$ cat src/rtl/exec_datapath_if.sv
// Decoder-to-execute bus for exec_datapath: register file ports,
// operand sources, ALU control and ALU result/flag.
interface exec_datapath_if #(
    parameter int CPU_WIDTH     = 32,
    parameter int EXU_OPT_WIDTH = 4,
    parameter int EXU_SEL_WIDTH = 3
);
    logic                     wr_en_Rd;
    logic [4:0]               addr_Rd;
    logic [CPU_WIDTH-1:0]     data_Rd;
    logic [4:0]               addr_Rs1;
    logic [4:0]               addr_Rs2;
    logic [CPU_WIDTH-1:0]     data_Rs1;
    logic [CPU_WIDTH-1:0]     data_Rs2;
    logic [CPU_WIDTH-1:0]     pc;
    logic [CPU_WIDTH-1:0]     imm;
    logic [EXU_OPT_WIDTH-1:0] exu_opt_code;
    logic [EXU_SEL_WIDTH-1:0] exu_sel_code;
    logic [CPU_WIDTH-1:0]     exu_res;
    logic                     zero;

    // Decoder / downstream side
    modport master (
        output wr_en_Rd, addr_Rd, data_Rd, addr_Rs1, addr_Rs2,
               pc, imm, exu_opt_code, exu_sel_code,
        input  data_Rs1, data_Rs2, exu_res, zero
    );

    // Datapath side
    modport slave (
        input  wr_en_Rd, addr_Rd, data_Rd, addr_Rs1, addr_Rs2,
               pc, imm, exu_opt_code, exu_sel_code,
        output data_Rs1, data_Rs2, exu_res, zero
    );
endinterface

$ cat src/rtl/exec_datapath.sv
// Execute-stage datapath: reset synchroniser, GPR file (x0 = 0) and
// combinational ALU with operand-select mux and branch flag.
// Optional macro GPR_RV32E_EN: 16-entry register file; accesses with
// address bit 4 set read 0 / are dropped.
module exec_datapath #(
    parameter int CPU_WIDTH     = 32,
    parameter int EXU_OPT_WIDTH = 4,
    parameter int EXU_SEL_WIDTH = 3
) (
    input  logic             clk,
    input  logic             rstn,
    output logic             rstn_sync,
    exec_datapath_if.slave   bus
);

`ifdef GPR_RV32E_EN
    localparam int NREG = 16;
    localparam int AW   = 4;
`else
    localparam int NREG = 32;
    localparam int AW   = 5;
`endif

    logic                 rstn_sync_q;
    logic [CPU_WIDTH-1:0] rf_q [NREG];
    logic                 wr_ok, rd1_ok, rd2_ok;
    logic [AW-1:0]        wr_idx, rd1_idx, rd2_idx;
    logic [CPU_WIDTH-1:0] op_a, op_b, res_d;
    logic [4:0]           shamt;
    logic                 lt_s, lt_u;

    // Release from reset one clock after rstn rises; assert immediately
    always_ff @(posedge clk or negedge rstn) begin
        if (!rstn) rstn_sync_q <= 1'b0;
        else       rstn_sync_q <= 1'b1;
    end
    assign rstn_sync = rstn_sync_q;

    assign wr_idx  = bus.addr_Rd[AW-1:0];
    assign rd1_idx = bus.addr_Rs1[AW-1:0];
    assign rd2_idx = bus.addr_Rs2[AW-1:0];

`ifdef GPR_RV32E_EN
    // Upper half of the architectural space does not exist
    assign wr_ok  = (bus.addr_Rd  != 5'd0) && !bus.addr_Rd[4];
    assign rd1_ok = (bus.addr_Rs1 != 5'd0) && !bus.addr_Rs1[4];
    assign rd2_ok = (bus.addr_Rs2 != 5'd0) && !bus.addr_Rs2[4];
`else
    assign wr_ok  = (bus.addr_Rd  != 5'd0);
    assign rd1_ok = (bus.addr_Rs1 != 5'd0);
    assign rd2_ok = (bus.addr_Rs2 != 5'd0);
`endif

    // Register file: async clear; writes gated by the synchronised reset
    // so the edge that releases rstn cannot corrupt state
    always_ff @(posedge clk or negedge rstn) begin
        if (!rstn) begin
            for (int i = 0; i < NREG; i++) rf_q[i] <= '0;
        end else if (bus.wr_en_Rd && rstn_sync_q && wr_ok) begin
            rf_q[wr_idx] <= bus.data_Rd;
        end
    end

    // Read ports: no bypass, old value is seen during a write cycle
    assign bus.data_Rs1 = rd1_ok ? rf_q[rd1_idx] : '0;
    assign bus.data_Rs2 = rd2_ok ? rf_q[rd2_idx] : '0;

    // Operand select
    always_comb begin
        op_a = '0;
        op_b = '0;
        case (bus.exu_sel_code)
            3'd0: begin op_a = bus.data_Rs1; op_b = bus.data_Rs2; end
            3'd1: begin op_a = bus.data_Rs1; op_b = bus.imm;      end
            3'd2: begin op_a = bus.pc;       op_b = CPU_WIDTH'(4); end
            3'd3: begin op_a = '0;           op_b = bus.imm;      end
            3'd4: begin op_a = bus.pc;       op_b = bus.imm;      end
            default: ;
        endcase
    end

    assign shamt = op_b[4:0];
    assign lt_s  = $signed(op_a) < $signed(op_b);
    assign lt_u  = op_a < op_b;

    // ALU; branch ops yield 0 when taken so zero=1 means "take branch"
    always_comb begin
        res_d = '0;
        case (bus.exu_opt_code)
            4'd0:  res_d = op_a + op_b;
            4'd1:  res_d = op_a - op_b;
            4'd2:  res_d = op_a << shamt;
            4'd3:  res_d = CPU_WIDTH'(lt_s);
            4'd4:  res_d = CPU_WIDTH'(lt_u);
            4'd5:  res_d = op_a ^ op_b;
            4'd6:  res_d = op_a >> shamt;
            4'd7:  res_d = CPU_WIDTH'($signed(op_a) >>> shamt);
            4'd8:  res_d = op_a | op_b;
            4'd9:  res_d = op_a & op_b;
            4'd10: res_d = CPU_WIDTH'(op_a != op_b);
            4'd11: res_d = CPU_WIDTH'(op_a == op_b);
            4'd12: res_d = CPU_WIDTH'(!lt_s);
            4'd13: res_d = CPU_WIDTH'(lt_s);
            4'd14: res_d = CPU_WIDTH'(!lt_u);
            4'd15: res_d = CPU_WIDTH'(lt_u);
            default: ;
        endcase
    end

    assign bus.exu_res = res_d;
    assign bus.zero    = (res_d == '0);

endmodule

$ cat src/flat_wrapper.sv
// flat-port wrapper written by rule: the top's interface ports become plain ports
module exec_datapath_flat 
#(
    parameter int CPU_WIDTH     = 32,
    parameter int EXU_OPT_WIDTH = 4,
    parameter int EXU_SEL_WIDTH = 3
)
  (clk, rstn, rstn_sync, bus_wr_en_Rd, bus_addr_Rd, bus_data_Rd, bus_addr_Rs1, bus_addr_Rs2, bus_pc, bus_imm, bus_exu_opt_code, bus_exu_sel_code, bus_data_Rs1, bus_data_Rs2, bus_exu_res, bus_zero);
  exec_datapath_if #(.CPU_WIDTH(CPU_WIDTH), .EXU_OPT_WIDTH(EXU_OPT_WIDTH), .EXU_SEL_WIDTH(EXU_SEL_WIDTH)) bus_i ();
  input  logic clk;
  input  logic rstn;
  output logic rstn_sync;
  input wire logic [$bits(bus_i.wr_en_Rd)-1:0] bus_wr_en_Rd;
  input wire logic [$bits(bus_i.addr_Rd)-1:0] bus_addr_Rd;
  input wire logic [$bits(bus_i.data_Rd)-1:0] bus_data_Rd;
  input wire logic [$bits(bus_i.addr_Rs1)-1:0] bus_addr_Rs1;
  input wire logic [$bits(bus_i.addr_Rs2)-1:0] bus_addr_Rs2;
  input wire logic [$bits(bus_i.pc)-1:0] bus_pc;
  input wire logic [$bits(bus_i.imm)-1:0] bus_imm;
  input wire logic [$bits(bus_i.exu_opt_code)-1:0] bus_exu_opt_code;
  input wire logic [$bits(bus_i.exu_sel_code)-1:0] bus_exu_sel_code;
  output wire logic [$bits(bus_i.data_Rs1)-1:0] bus_data_Rs1;
  output wire logic [$bits(bus_i.data_Rs2)-1:0] bus_data_Rs2;
  output wire logic [$bits(bus_i.exu_res)-1:0] bus_exu_res;
  output wire logic [$bits(bus_i.zero)-1:0] bus_zero;
  assign bus_i.wr_en_Rd = bus_wr_en_Rd;
  assign bus_i.addr_Rd = bus_addr_Rd;
  assign bus_i.data_Rd = bus_data_Rd;
  assign bus_i.addr_Rs1 = bus_addr_Rs1;
  assign bus_i.addr_Rs2 = bus_addr_Rs2;
  assign bus_i.pc = bus_pc;
  assign bus_i.imm = bus_imm;
  assign bus_i.exu_opt_code = bus_exu_opt_code;
  assign bus_i.exu_sel_code = bus_exu_sel_code;
  assign bus_data_Rs1 = bus_i.data_Rs1;
  assign bus_data_Rs2 = bus_i.data_Rs2;
  assign bus_exu_res = bus_i.exu_res;
  assign bus_zero = bus_i.zero;
  exec_datapath #(.CPU_WIDTH(CPU_WIDTH), .EXU_OPT_WIDTH(EXU_OPT_WIDTH), .EXU_SEL_WIDTH(EXU_SEL_WIDTH)) u_core (.clk(clk), .rstn(rstn), .rstn_sync(rstn_sync), .bus(bus_i));
endmodule
$ cat config.mk
export PLATFORM = sky130hd
export DESIGN_NAME = exec_datapath_flat
export DESIGN_NICKNAME = d
export VERILOG_FILES = /design/src/rtl/exec_datapath_if.sv /design/src/rtl/exec_datapath.sv /design/src/flat_wrapper.sv
export SDC_FILE = /design/constraint.sdc
export NUM_CORES = 2
export LEC_CHECK = 0
export CORE_MARGIN = 10
export CORE_UTILIZATION = 60
export DETAILED_ROUTE_END_ITERATION = 10
export MAX_ROUTING_LAYER = met4
export PLACE_DENSITY = 0.89
export SYNTH_ARGS = -nofsm -noshare
export SYNTH_HDL_FRONTEND = slang
export SYNTH_SLANG_ARGS = --single-unit
$ cat constraint.sdc
create_clock -name clk -period 17 [get_ports clk]
set_input_delay 4.25 -clock clk [delete_from_list [all_inputs] [get_ports clk]]
set_output_delay 4.25 -clock clk [all_outputs]
set_load 0.1 [all_outputs]
==> flow_summary.yaml <==
placed_design:
  place_ws_ns: 0.8699
  place_hpwl_microns: 162200
  placement.io_buffers: 218
  postPlaceCellArea_sq_um: 68470
  gp_congestion: 1.079
clock_tree:
  cts_max_level: 3
  cts-buffers-inserted: 96
  cts_tree: "built"
  worst_skew_pair.late_latency_ns: 0.71
  cts.path.max_buffers: 3
  holdBufCountCts: 0
  post_cts_resize_count: 0
  clk_root_buffer_cell: "clkbuf_16"
  cts.clk_slew.worst_paths_ns: 0.06
  postCtsSetupRepairBufs: 0
  cts.sink_count: 1025
sta:
  max_clock_freq_mhz: 60.37
  setup-tns-final_ns: 0
  finalWorstSetupSlack_ns: 0.4351
  slew_viol_final: 29
  report.final.setup_viol: 0
  worst_pin_slew_ns: 1.520
  timing.max_slew.rel_slack_pct: -1.318
  finalHoldViolations: 0
  clock-skew-final_ns: 0.03268
  final_period_utilization_pct: 97.44
  timing.final.crit_period_ns: 16.56
  unrepaired_setup_endpoints_after_global_routing: "no"
finish:
  most_common_cell_after_layout_fill_and_taps_aside: "dfrtp_1"
  drive_gt1_share_pct: 35.68
  final_design_area_no_fill_sq_um: 71860
  area_growth_pct: 10.45
  layout.cells.most_common_list: "dfrtp_1 (1025), mux2_2 (1022), mux2i_1 (486), mux4_2 (410), nand2_1 (216)"
  finish.utilization_pct: 66.93
  final.fill_count: 6916
  finish.net_count: 5501
route:
  routed_wire_length_per_instance_microns: 38.04
  routed_wirelength_microns: 258400
  detail-route-antenna-nets: 0
  firstDrtPassIters: 10
  drc: 0
  initialDrtViolationCount: 9171
  vias: 53610
  route.detailed.vias_per_inst: 7.891
power_and_ir_drop:
  peakVddDrop_v: 0.00009047
  p_per_area_nw_per_um2: 103.0
  cellLeakagePower_nw: 32.06
  sum_of_internal_switching_and_leakage_power_mw: 7.398
yosys:
  synth_enable_flop_cells: 0
  yosys.cell_types.count: 94
  ys_seq_elements: 1025
  synth_top_family_by_area: "multiplexers"
  synth_seq_area_share_pct: 39.43
  cell_count_after_synthesis: 5318
  synthAdderAreaFrac_pct: 1.927
  syn-num-nets: 5538
  share_of_flip_flops_with_an_asynchronous_set_or_reset_after_synthesis_pct: 100.0
  synth_area_per_cell_sq_um: 12.23
  syn_area_sq_um: 65060
  synth-xor-area-share_pct: 0.3635
  synthFlopType: "dfrtp_1"
  post_synth_and_or_nand_nor_area_fraction_pct: 5.383
  synth.area.mux_share_pct: 39.36
  synth_compound_gate_area_share_pct: 9.324
  synth.yosys.warnings: 0
die:
  design.portCount: 219
  start_util_pct: 60.60
  placementRows: 120
  die_area_sq_um: 122000
  core_sq_um: 107400
  die_height_microns: 349.3
  fp.dieW_microns: 349.3
critical_path:
  worst_setup_path_end_kind: "primary output"
  critical-path-top-cell-by-count: "buf_4"
  critical_path_required_ns: 12.75
  worst_r2r_startpoint: "u_core.rstn_sync"
  path_cells: "clkdlybuf4s50_1, inv_1, nand2_1, a21oi_1, nor4_1, a22oi_1, buf_4, inv_1, ha_1, nor2b_1, o21ai_0, a21bo_2, a31o_2, o311ai_1, buf_4, a2111oi_0, o31ai_1, buf_4, a221o_1, a21oi_1, o2111ai_2, or4b_1, nor4b_4, buf_12"
  worstSetupStartpointType: "input port"
  reg2reg_to: "u_core.rf_q[3]"
  setup.worst_path.class: "in2out"
  worst-path-buf-inv: 7
  worst-r2r-setup-slack_ns: 13.90
  worstPathMaxFanout: 11
  worstRegToRegCells: 5
  crit_slowest_cell: "a2111oi_0"
  path_delay_family: "compound AO/OA/AOI/OAI gates"
  critical_path_s_largest_stage_delay_ns: 0.95
  crit_arrival_ns: 12.31
flow_run:
  max_cap_violations: 1
global_route:
  grt_start_max_net_pins: 185
  overflow: 0
  all_layer_gr_usage_pct: 42.58
  first_global_vias: 54210
  initial_antenna_violation_count: 25
  grt_first_pass_wirelength_microns: 374100
worst_hold_path:
  hold_path_depth: 0
  holdCritStartpoint: "u_core.rf_q[1005]"
  hold_path.class: "reg2reg"
  min_delay_worst_endpoint: "u_core.rf_q[1005]"
outcome:
  status: "complete, but fails checks"
  violations: "max-capacitance violations, max-slew violations"
[synthesized netlist by cell type, types with 8 or more instances]
library cell / n / area [sq um]
dfrtp_1: 1025 / 25650
mux2_2: 1022 / 11510
mux2i_1: 486 / 4865
mux4_2: 410 / 9234
clkbuf_1: 348 / 1306
nand2_1: 222 / 833.3
nor2_1: 206 / 773.2
a21oi_1: 187 / 935.9
a22oi_1: 174 / 1306
ha_1: 97 / 1214
inv_1: 93 / 349.1
nand3_1: 87 / 435.4
o21ai_0: 85 / 425.4
buf_1: 75 / 281.5
buf_2: 74 / 370.4
a211oi_1: 61 / 457.9
nor3_1: 43 / 215.2
o31ai_1: 41 / 307.8
o211ai_1: 31 / 232.7
nor2b_1: 27 / 168.9
and2_1: 26 / 162.7
a31oi_1: 24 / 150.1
a22o_1: 23 / 201.4
o22ai_1: 23 / 143.9
buf_4: 22 / 165.2
a32oi_1: 21 / 183.9
nand4_1: 21 / 131.4
nor4_1: 21 / 131.4
a21o_1: 20 / 150.1
xnor2_1: 20 / 175.2
buf_6: 19 / 214.0
nand2b_1: 19 / 118.9
o221ai_1: 19 / 166.4
a221oi_1: 18 / 157.7
or3_1: 16 / 100.1
a221o_1: 13 / 130.1
o2bb2ai_1: 12 / 105.1
and3_1: 11 / 68.82
inv_2: 10 / 37.54
o21a_1: 10 / 75.07
a2111oi_0: 9 / 78.83
o2111ai_1: 8 / 70.07
[area by class of cell]
type / instances / area (sq um) / area share (%)
Antenna cell: 35 / 87.58 / 0.1219
Clock buffer: 135 / 2800 / 3.897
Clock inverter: 38 / 501.7 / 0.6982
Inverter: 106 / 397.9 / 0.5537
Multi-Input combinational cell: 3648 / 36980 / 51.47
Sequential cell: 1025 / 25650 / 35.70
Tap cell: 1403 / 1755 / 2.443
Timing Repair Buffer: 404 / 3680 / 5.121
[stage by stage]
stage,instances,hold slack [ns]
after global placement,6586,0.3764
after global routing,6787,0.4101
after CTS,6759,0.3983
after detailed placement,6586,0.3823
final,6794,0.3963
after floorplan,5318,0.4413
[routing by layer]
layer  track usage, %  share of wire [%]
met4            30.49                9.0
met5                -                  0
met3            17.22                 15
met2            59.07                 42
met1            49.83                 34
[worst max-delay path by stage]
| stage | from | endpoint | slack [ns] | cells past startpoint |
|---|---|---|---|---|
| after floorplan | bus_addr_Rs2[1] | bus_zero | 0.04 | 27 |
| after global placement | bus_addr_Rs2[0] | bus_zero | 1.03 | 23 |
| after CTS | bus_addr_Rs2[0] | bus_zero | 0.81 | 23 |
| after detailed placement | bus_addr_Rs2[0] | bus_zero | 0.87 | 23 |
| final | bus_addr_Rs1[4] | bus_zero | 0.44 | 24 |
| after global routing | bus_addr_Rs1[2] | bus_zero | 0.40 | 24 |
[sequential cells by signal, indices dropped and copies added, names as in the netlist]
signal	cells
u_core.rf_q	1024
u_core.rstn_sync	1
[power breakdown]
group	internal, mW	switching (mW)	leakage [nW]	total (mW)
clock network	1.30	1.00	1.64	2.31
logic	0.827	1.22	16.8	2.05
registers	2.75	0.290	13.7	3.04
[kinds of logic (layout without fill, tap and decap cells)]
kind of cell / Yosys count / count (layout)
flip-flops: 1025 / 1025
AO/OA/AOI/OAI: 861 / 861
AND/OR/NAND/NOR: 742 / 742
multiplexers: 1918 / 1918
other: 1 / 36
buffers and inverters: 645 / 683
adder cells (fa/ha/maj): 99 / 99
XOR/XNOR: 27 / 27
[worst reg2reg max path, cell delays in order (launching register included)]
cell     delay, ns
dfrtp_1       0.37
and3_1        0.34
nand3_1       0.34
nor2_4        0.88
buf_4         0.61
mux2_2        0.43
(Power assumes the default switching activity.)
